`config.mk`:
```
export PLATFORM = sky130hd
export DESIGN_NAME = wishbone_regfile_slave_flat
export DESIGN_NICKNAME = d
export VERILOG_FILES = /design/src/rtl/wishbone_regfile_slave_if.sv /design/src/rtl/wishbone_regfile_slave.sv /design/src/flat_wrapper.sv
export SDC_FILE = /design/constraint.sdc
export NUM_CORES = 1
export LEC_CHECK = 0
export ABC_CLOCK_PERIOD_IN_PS = 3280
export CAP_MARGIN = 0
export CORE_MARGIN = 1.5
export CORE_UTILIZATION = 51
export CTS_CLUSTER_SIZE = 28
export DETAILED_ROUTE_END_ITERATION = 8
export HOLD_SLACK_MARGIN = 0.03
export PLACE_DENSITY = 0.82
export SLEW_MARGIN = 10
export SYNTH_ARGS = -nofsm -noshare
export SYNTH_HDL_FRONTEND = slang
export SYNTH_SLANG_ARGS = --single-unit
```
`constraint.sdc`:
```
create_clock -name clk_i -period 3.28 [get_ports clk_i]
set_input_delay 0.328 -clock clk_i [delete_from_list [all_inputs] [get_ports clk_i]]
set_output_delay 0.328 -clock clk_i [all_outputs]
set_load 0.02 [all_outputs]
```
`src/rtl/wishbone_regfile_slave_if.sv`:
```
// Wishbone classic bus bundle between wishbone_master and wishbone_regfile_slave.
interface wishbone_regfile_slave_if;
  logic        cyc_i;
  logic        stb_i;
  logic        we_i;
  logic [31:0] addr_i;
  logic [31:0] data_i;
  logic [31:0] data_o;
  logic        ack_o;
  logic        err_o;

  modport master (
    output cyc_i, stb_i, we_i, addr_i, data_i,
    input  data_o, ack_o, err_o
  );

  modport slave (
    input  cyc_i, stb_i, we_i, addr_i, data_i,
    output data_o, ack_o, err_o
  );
endinterface

```
`src/rtl/wishbone_regfile_slave.sv`:
```
// Wishbone classic register-file slave with programmable wait states and registered ack.
// Define WB_REGFILE_ERR_EN to terminate out-of-range accesses with err_o instead of ack_o.
module wishbone_regfile_slave #(
  parameter logic [31:0] BASE_ADDR   = 32'h0000_0000,
  parameter int          DEPTH       = 16,
  parameter int          WAIT_STATES = 1
) (
  input  logic                          clk_i,
  input  logic                          rst_i,
  wishbone_regfile_slave_if.slave       wb,
  output logic [31:0]                   reg0_o
);

  localparam int          AW    = $clog2(DEPTH);
  localparam logic [32:0] LIMIT = {1'b0, BASE_ADDR} + 33'(DEPTH) * 33'd4;

  typedef enum logic [1:0] {S_IDLE, S_WAIT, S_RESP, S_HOLD} state_t;

  state_t      r_state;
  logic [3:0]  r_cnt;
  logic        r_we;
  logic [31:0] r_addr;
  logic [31:0] r_wdata;
  logic [31:0] r_regs [DEPTH];
  logic [31:0] r_data;
  logic        r_ack;
`ifdef WB_REGFILE_ERR_EN
  logic        r_err;
`endif

  logic          w_req;
  logic          w_fire;
  logic          w_act_we;
  logic [31:0]   w_act_addr;
  logic [31:0]   w_act_data;
  logic          w_in_range;
  logic [AW-1:0] w_idx;

  assign w_req = wb.cyc_i & wb.stb_i;

  // With zero wait states the access completes on the capture edge, so live bus values are used.
  always_comb begin
    w_act_we   = r_we;
    w_act_addr = r_addr;
    w_act_data = r_wdata;
    w_fire     = 1'b0;
    if (r_state == S_IDLE) begin
      w_act_we   = wb.we_i;
      w_act_addr = wb.addr_i;
      w_act_data = wb.data_i;
      w_fire     = w_req && (WAIT_STATES == 0);
    end else if (r_state == S_WAIT) begin
      w_fire     = w_req && (r_cnt == 4'd0);
    end
    w_in_range = ({1'b0, w_act_addr} >= {1'b0, BASE_ADDR}) && ({1'b0, w_act_addr} < LIMIT);
    w_idx      = w_act_addr[AW+1:2];
  end

  always_ff @(posedge clk_i) begin
    if (rst_i) begin
      r_state <= S_IDLE;
      r_cnt   <= 4'd0;
      r_we    <= 1'b0;
      r_addr  <= 32'd0;
      r_wdata <= 32'd0;
      r_data  <= 32'd0;
      r_ack   <= 1'b0;
`ifdef WB_REGFILE_ERR_EN
      r_err   <= 1'b0;
`endif
      for (int i = 0; i < DEPTH; i++) r_regs[i] <= 32'd0;
    end else begin
      r_ack <= 1'b0;
`ifdef WB_REGFILE_ERR_EN
      r_err <= 1'b0;
`endif
      case (r_state)
        S_IDLE: begin
          if (w_req) begin
            r_we    <= wb.we_i;
            r_addr  <= wb.addr_i;
            r_wdata <= wb.data_i;
            if (WAIT_STATES == 0) begin
              r_state <= S_RESP;
            end else begin
              r_state <= S_WAIT;
              r_cnt   <= 4'(WAIT_STATES - 1);
            end
          end
        end
        S_WAIT: begin
          if (!w_req)              r_state <= S_IDLE;
          else if (r_cnt == 4'd0)  r_state <= S_RESP;
          else                     r_cnt   <= r_cnt - 4'd1;
        end
        S_RESP:  r_state <= S_HOLD;
        S_HOLD:  if (!w_req) r_state <= S_IDLE;
        default: r_state <= S_IDLE;
      endcase

      // Termination and data movement happen on the edge that enters RESP.
      if (w_fire) begin
        if (w_in_range) begin
          r_ack <= 1'b1;
          if (w_act_we) r_regs[w_idx] <= w_act_data;
          else          r_data        <= r_regs[w_idx];
        end else begin
`ifdef WB_REGFILE_ERR_EN
          r_err <= 1'b1;
`else
          r_ack <= 1'b1;
          if (!w_act_we) r_data <= 32'd0;
`endif
        end
      end
    end
  end

  assign wb.data_o = r_data;
  assign wb.ack_o  = r_ack;
`ifdef WB_REGFILE_ERR_EN
  assign wb.err_o  = r_err;
`else
  assign wb.err_o  = 1'b0;
`endif
  assign reg0_o    = r_regs[0];

endmodule

```
`src/flat_wrapper.sv`:
```
// flat-port wrapper written by rule: the top's interface ports become plain ports
module wishbone_regfile_slave_flat 
#(
  parameter logic [31:0] BASE_ADDR   = 32'h0000_0000,
  parameter int          DEPTH       = 16,
  parameter int          WAIT_STATES = 1
)
  (clk_i, rst_i, reg0_o, wb_cyc_i, wb_stb_i, wb_we_i, wb_addr_i, wb_data_i, wb_data_o, wb_ack_o, wb_err_o);
  wishbone_regfile_slave_if wb_i ();
  input  logic clk_i;
  input  logic rst_i;
  output logic [31:0] reg0_o;
  input wire logic [$bits(wb_i.cyc_i)-1:0] wb_cyc_i;
  input wire logic [$bits(wb_i.stb_i)-1:0] wb_stb_i;
  input wire logic [$bits(wb_i.we_i)-1:0] wb_we_i;
  input wire logic [$bits(wb_i.addr_i)-1:0] wb_addr_i;
  input wire logic [$bits(wb_i.data_i)-1:0] wb_data_i;
  output wire logic [$bits(wb_i.data_o)-1:0] wb_data_o;
  output wire logic [$bits(wb_i.ack_o)-1:0] wb_ack_o;
  output wire logic [$bits(wb_i.err_o)-1:0] wb_err_o;
  assign wb_i.cyc_i = wb_cyc_i;
  assign wb_i.stb_i = wb_stb_i;
  assign wb_i.we_i = wb_we_i;
  assign wb_i.addr_i = wb_addr_i;
  assign wb_i.data_i = wb_data_i;
  assign wb_data_o = wb_i.data_o;
  assign wb_ack_o = wb_i.ack_o;
  assign wb_err_o = wb_i.err_o;
  wishbone_regfile_slave #(.BASE_ADDR(BASE_ADDR), .DEPTH(DEPTH), .WAIT_STATES(WAIT_STATES)) u_core (.clk_i(clk_i), .rst_i(rst_i), .wb(wb_i), .reg0_o(reg0_o));
endmodule
```
# ---- Word-level counts from Yosys, hierarchy flattened
# Memory sizes are Yosys's and may differ from the RTL's.
# Index checks and enable logic that the tools add are counted.
dict set report totals {
  reg_bits 104
  mem_bits_rw 512
  inputBits 69
  out_inout_bits 66
  word_cells 57
  memories 1
}
dict set report op_classes {
  add_sub_neg 1
  magnitude_cmp 1
  eq_ne 8
  mux 28
  bitwise 2
  reduce_logical 9
}
# memory depth word_bits rd rd_ports_with_merged_regs wr line
set memory_table {}
lappend memory_table {u_core.r_regs 16 32 2 0 16 wishbone_regfile_slave.sv:24} ;# logic [31:0] r_regs [DEPTH];
# cell n
set op_table {}
lappend op_table {{two-way mux 32 bit} 6}
lappend op_table {{< comparator 32 x 7 -> 1 bit, second input constant} 1}
lappend op_table {{OR reduction 32 bit} 1}
lappend op_table {{two-way mux 4 bit} 4}
lappend op_table {{two-way mux 1 bit} 12}
lappend op_table {{two-way mux 2 bit} 4}
lappend op_table {{case mux 2 bit (4 select lines)} 1}
lappend op_table {{case mux 4 bit (2 select lines)} 1}
lappend op_table {{== test 2 bit, second input constant} 2}
lappend op_table {{logical NOT 4 bit} 1}
lappend op_table {{inequality test 2 x 1 -> 1 bit, second input constant} 2}
lappend op_table {{inequality test 2 bit, second input constant} 2}
lappend op_table {{AND reduction 2 bit} 2}
lappend op_table {{AND reduction 4 bit} 1}
lappend op_table {{subtractor 4 x 1 -> 4 bit, second input constant} 1}
lappend op_table {{inequality test 3 bit, second input constant} 1}
lappend op_table {{AND reduction 3 bit} 1}
lappend op_table {{== test 2 x 1 -> 1 bit, second input constant} 1}
lappend op_table {{logical NOT 2 bit} 1}
lappend op_table {{nonzero test 2 bit} 1}
lappend op_table {{bitwise AND 1 bit} 1}
lappend op_table {{logical AND 1 bit} 1}
lappend op_table {{inverter 1 bit} 1}

# ---- Depth between registers and ports, before layout
# Gate-level depths: netlist of run 1.
dict set report depth {
  ltp_word 9
  depth_mapped 10
}

# ---- Worst setup path after synthesis of run 1
# No wires, ideal clock.
dict set report synth_timing {
  path_type {reg-to-reg}
  startpoint {reg u_core.r_state[0]}
  endpoint {mem u_core.r_regs[1][0] (enable)}
  setup_ns 0.428
  arrival_time_ns 3.107
  required_time_ns 2.852
  path_slack_ns -0.255
  stages_incl_launch_ff 10
  n_path_buf 3
  synth_period_minus_slack_ns 3.535
  cell_sequence {dfxtp_1 -> buf_2 -> nor4b_4 -> nand4_1 -> nor2_2 -> nand4b_1 -> nand2b_4 -> buf_6 -> clkbuf_1 -> o21bai_1}
}
# item line
set synth_rtl {}
lappend synth_rtl {{start: declaration} wishbone_regfile_slave.sv:19} ;# state_t r_state;
lappend synth_rtl {{start signal: assignment} wishbone_regfile_slave.sv:61} ;# r_state <= S_IDLE;
lappend synth_rtl {{start signal: assignment} wishbone_regfile_slave.sv:84} ;# r_state <= S_RESP;
lappend synth_rtl {{start signal: assignment} wishbone_regfile_slave.sv:86} ;# r_state <= S_WAIT;
lappend synth_rtl {{end: declaration} wishbone_regfile_slave.sv:24}

==> key figures, run 1 <==
Status
  • Status: complete, no violations

Floorplanning
  • Starting density of the core: 51.88%
  • Core area: 49150 sq um
  • Die area: 51350 sq um
  • Rows: 81
  • Die height: 226.6 um
  • I/O pin cnt: 135
  • Chip width: 226.6 um

Synth
  • Yosys reg bits: 614
  • Synth unique cells: 44
  • Post-synthesis sequential area ratio: 68.30%
  • Number of synthesized flops with an enable pin: 512
  • Post-synthesis cell count: 2306
  • Ys async rst share: 0%
  • Cell Area, Synth: 25500 sq um
  • Ys Warns: 0
  • Syn_nets: 2377
  • Post-Syn Area per Cell: 11.06 sq um
  • Ys flop type: edfxtp_1

Clock network
  • Clk Latency, worst-skew pair: 0.61 ns
  • Clock Path Buffers: 3
  • Post-CTS Resized: 0
  • Post-CTS setup buffers: 0
  • Reg clk slew, reported paths: 0.06 ns
  • TritonCTS clock tree: yes
  • Root Driver: clkbuf_16
  • CTS Hold Buffers Added: 1
  • H-tree depth: 2
  • Clock sinks: 614
  • Total CTS buffers: 55

Min path
  • Min-delay worst type: in2reg
  • Cells on Worst Hold Path: 3
  • Hold_sp: wb_addr_i[26]
  • Hold-critical path endpoint: u_core.r_addr[26]

Final layout
  • Commonest non-fill, non-tap cells in the layout: edfxtp_1 (512), nor2_1 (511), nand2_1 (392)
  • Diodes inserted: 0
  • Layout cell share with drive strength beyond 1: 8.131%
  • Area grow syn2layout: 15.73%
  • Final #Nets: 2463
  • Layout Cells excl Fill: 3099
  • Commonest non-fill, non-tap cell in the layout: edfxtp_1

Route
  • Drt total wl: 73.43 mm
  • Drt pass-1 iters: 6
  • Antenna Nets Post-Route: 0
  • Wirelength per Cell: 23.70 um
  • Detailed-route via count: 19650
  • Post-route DRC: 0
  • Via-to-Cell Ratio: 6.339
  • Initial drt markers: 3161

Timing
  • RSZ-0062 raised after global routing: false
  • Final setup TNS: 0 ns
  • Crit share post-route: 92.47%
  • Slew margin rel.: 26.76%
  • Count of pins over their slew limit: 0
  • Tmin final: 3.033 ns
  • Final Setup Violations: 0
  • Tightest Pin Transition: 1.099 ns
  • Min Hold Slack: 0.3097 ns
  • Final Hold Viols: 0
  • Final worst slack: 0.2469 ns
  • Max Clk Rate: 0.3297 GHz
  • Skew final: 0.01607 ns

Global routing
  • Remaining Overflow, GRT: 0
  • Vias in the first global route: 19220
  • Global-route wire length before repair: 109.7 mm
  • Total GRT Usage: 28.43%
  • Antenna violations before repair: 0
  • Largest net degree at the start of global routing: 87

Pwr
  • Leakage: 9.825 nW
  • Peak supply drop: 0.0004544 V
  • Pwr dens: 565.7 nW/um^2

Critical path
  • Worst Setup Start Kind: flop
  • Worst stage delay on the critical path: 0.68 ns
  • R2R setup slack: 0.25 ns
  • Worst r2r src: u_core.r_state[0]
  • Crit path DAT: 3.35 ns
  • Crit Path Class: reg2reg
  • CP Cell Sequence: nor2_4, mux2i_1, nand4b_1, nand2b_4, buf_4, nor2_1
  • Critical Path RT: 3.60 ns
  • Reg2reg end: u_core.r_regs[8][9]
  • Cell depth of the worst flop-to-flop path: 6
  • CP Max Fanout: 64
  • Worst path slowest cell: buf_4
  • Critical Path Sink Type: flop

Placed design
  • Final RePlAce weighted congestion: 0.8695
  • Inst Count DP: 2998
  • Post-DP HPWL: 42.88 mm
  • Pre-CTS setup slack: 0.2104 ns
  • I/O Buffers: 131

Run
  • Max Cap Viol: 0
-- sequential cells by signal, summed over array words and instances, names as in the netlist, named ones only --
| register | flops |
|---|---|
| u_core.r_we | 1 |
| u_core.r_cnt | 4 |
| u_core.wb.ack_o | 1 |
| u_core.r_regs | 512 |
| u_core.r_wdata | 32 |
| u_core.r_addr | 30 |
| u_core.wb.data_o | 32 |
| u_core.r_state | 1 |
-- layer usage --
layer,vias up,GRT usage [%],share of wire [%]
met3,287,6.661,14
li1,8434,-,-
met5,-,0,0
met2,1647,46.80,48
met4,0,12.24,4.4
met1,9277,36.06,34
-- cell usage after synthesis, types with 2 or more instances --
library cell / n / area share (%)
edfxtp_1: 512 / 60
a21oi_1: 67 / 1.3
buf_2: 62 / 1.2
nor3_1: 4 / 0.079
nand4_1: 33 / 0.81
o21ai_1: 56 / 1.1
dfxtp_1: 102 / 8.0
a22oi_1: 8 / 0.24
o21bai_1: 16 / 0.47
buf_6: 38 / 1.7
o21ai_2: 3 / 0.10
nor2_1: 512 / 7.5
buf_4: 5 / 0.15
o31ai_2: 2 / 0.098
nand2_1: 392 / 5.8
nand3_1: 9 / 0.18
o22ai_1: 249 / 6.1
nand2b_1: 5 / 0.12
o21ai_0: 100 / 2.0
a21boi_0: 4 / 0.12
ha_1: 2 / 0.098
nand3b_1: 4 / 0.12
clkbuf_1: 69 / 1.0
inv_1: 3 / 0.044
nor2_2: 9 / 0.22
xnor2_1: 2 / 0.069
buf_1: 6 / 0.088
o21a_1: 3 / 0.088
nor4_1: 14 / 0.34
-- worst max-delay path: cells and delay by family, from the launching register on --
kind / cells / cell delay, ns
flip-flops: 1 / 0.41
AND/OR/NAND/NOR: 4 / 1.22
buffers and inverters: 1 / 0.68
multiplexers: 1 / 0.41
-- cell families after synthesis --
kind of cell    count (synthesis)  synth area share, %
compound gates                511                11.70
other cells                     1              0.01470
xor+xnor                        2              0.06870
fa+ha+maj                       2              0.09811
mux                             1              0.03925
buf+inv                       183                4.190
flops                         614                68.30
simple gates                  992                15.60
-- metrics by stage --
step | util, % | cell area (sq um) | power [mW]
after floorplan | - | 25550 | 9.766
after global placement | 56.46 | 27750 | 10.41
after detailed placement | 56.46 | 27750 | 10.46
after CTS | 60.05 | 29510 | 16.62
after global routing | 60.05 | 29510 | 17.06
final | 60.05 | 29510 | 16.70
-- layout make-up --
cell class / instances / area (sq um)
tap: 664 / 830.8
clock inverter: 30 / 256.5
sequential: 614 / 17420
timing repair buffer: 209 / 2220
clock buffer: 70 / 1495
fill: 3576 / 19640
multi-input combinational: 1509 / 7284
inverter: 3 / 11.26
-- power by group --
group / internal [mW] / switching (mW)
logic: 0.495 / 1.10
clock network: 3.53 / 2.80
registers: 8.67 / 0.105
-- worst max-delay path by stage --
| stage | startpoint | to | slack (ns) |
|---|---|---|---|
| floorplan | u_core.r_state[0] | u_core.r_regs[1][0] | -0.26 |
| global placement | wb_addr_i[27] | u_core.r_regs[9][16] | 0.18 |
| detailed placement | wb_addr_i[27] | u_core.r_regs[9][11] | 0.21 |
| CTS | u_core.r_state[0] | u_core.r_regs[9][15] | 0.31 |
| global route | u_core.r_state[0] | u_core.r_regs[9][15] | 0.12 |
| finish | u_core.r_state[0] | u_core.r_regs[8][9] | 0.25 |
Note: power is estimated with default switching activity, not from simulation.
==> run 2: changes to the inputs <==
--- a/config.mk
+++ b/config.mk
@@ -6,7 +6,7 @@
 export NUM_CORES = 1
 export LEC_CHECK = 0
 export ABC_CLOCK_PERIOD_IN_PS = 3280
-export CAP_MARGIN = 0
+export CAP_MARGIN = 20
 export CORE_MARGIN = 1.5
 export CORE_UTILIZATION = 51
 export CTS_CLUSTER_SIZE = 28
==> results of run 2 <==
Final layout, timing and power as in run 1 (identical DEF).
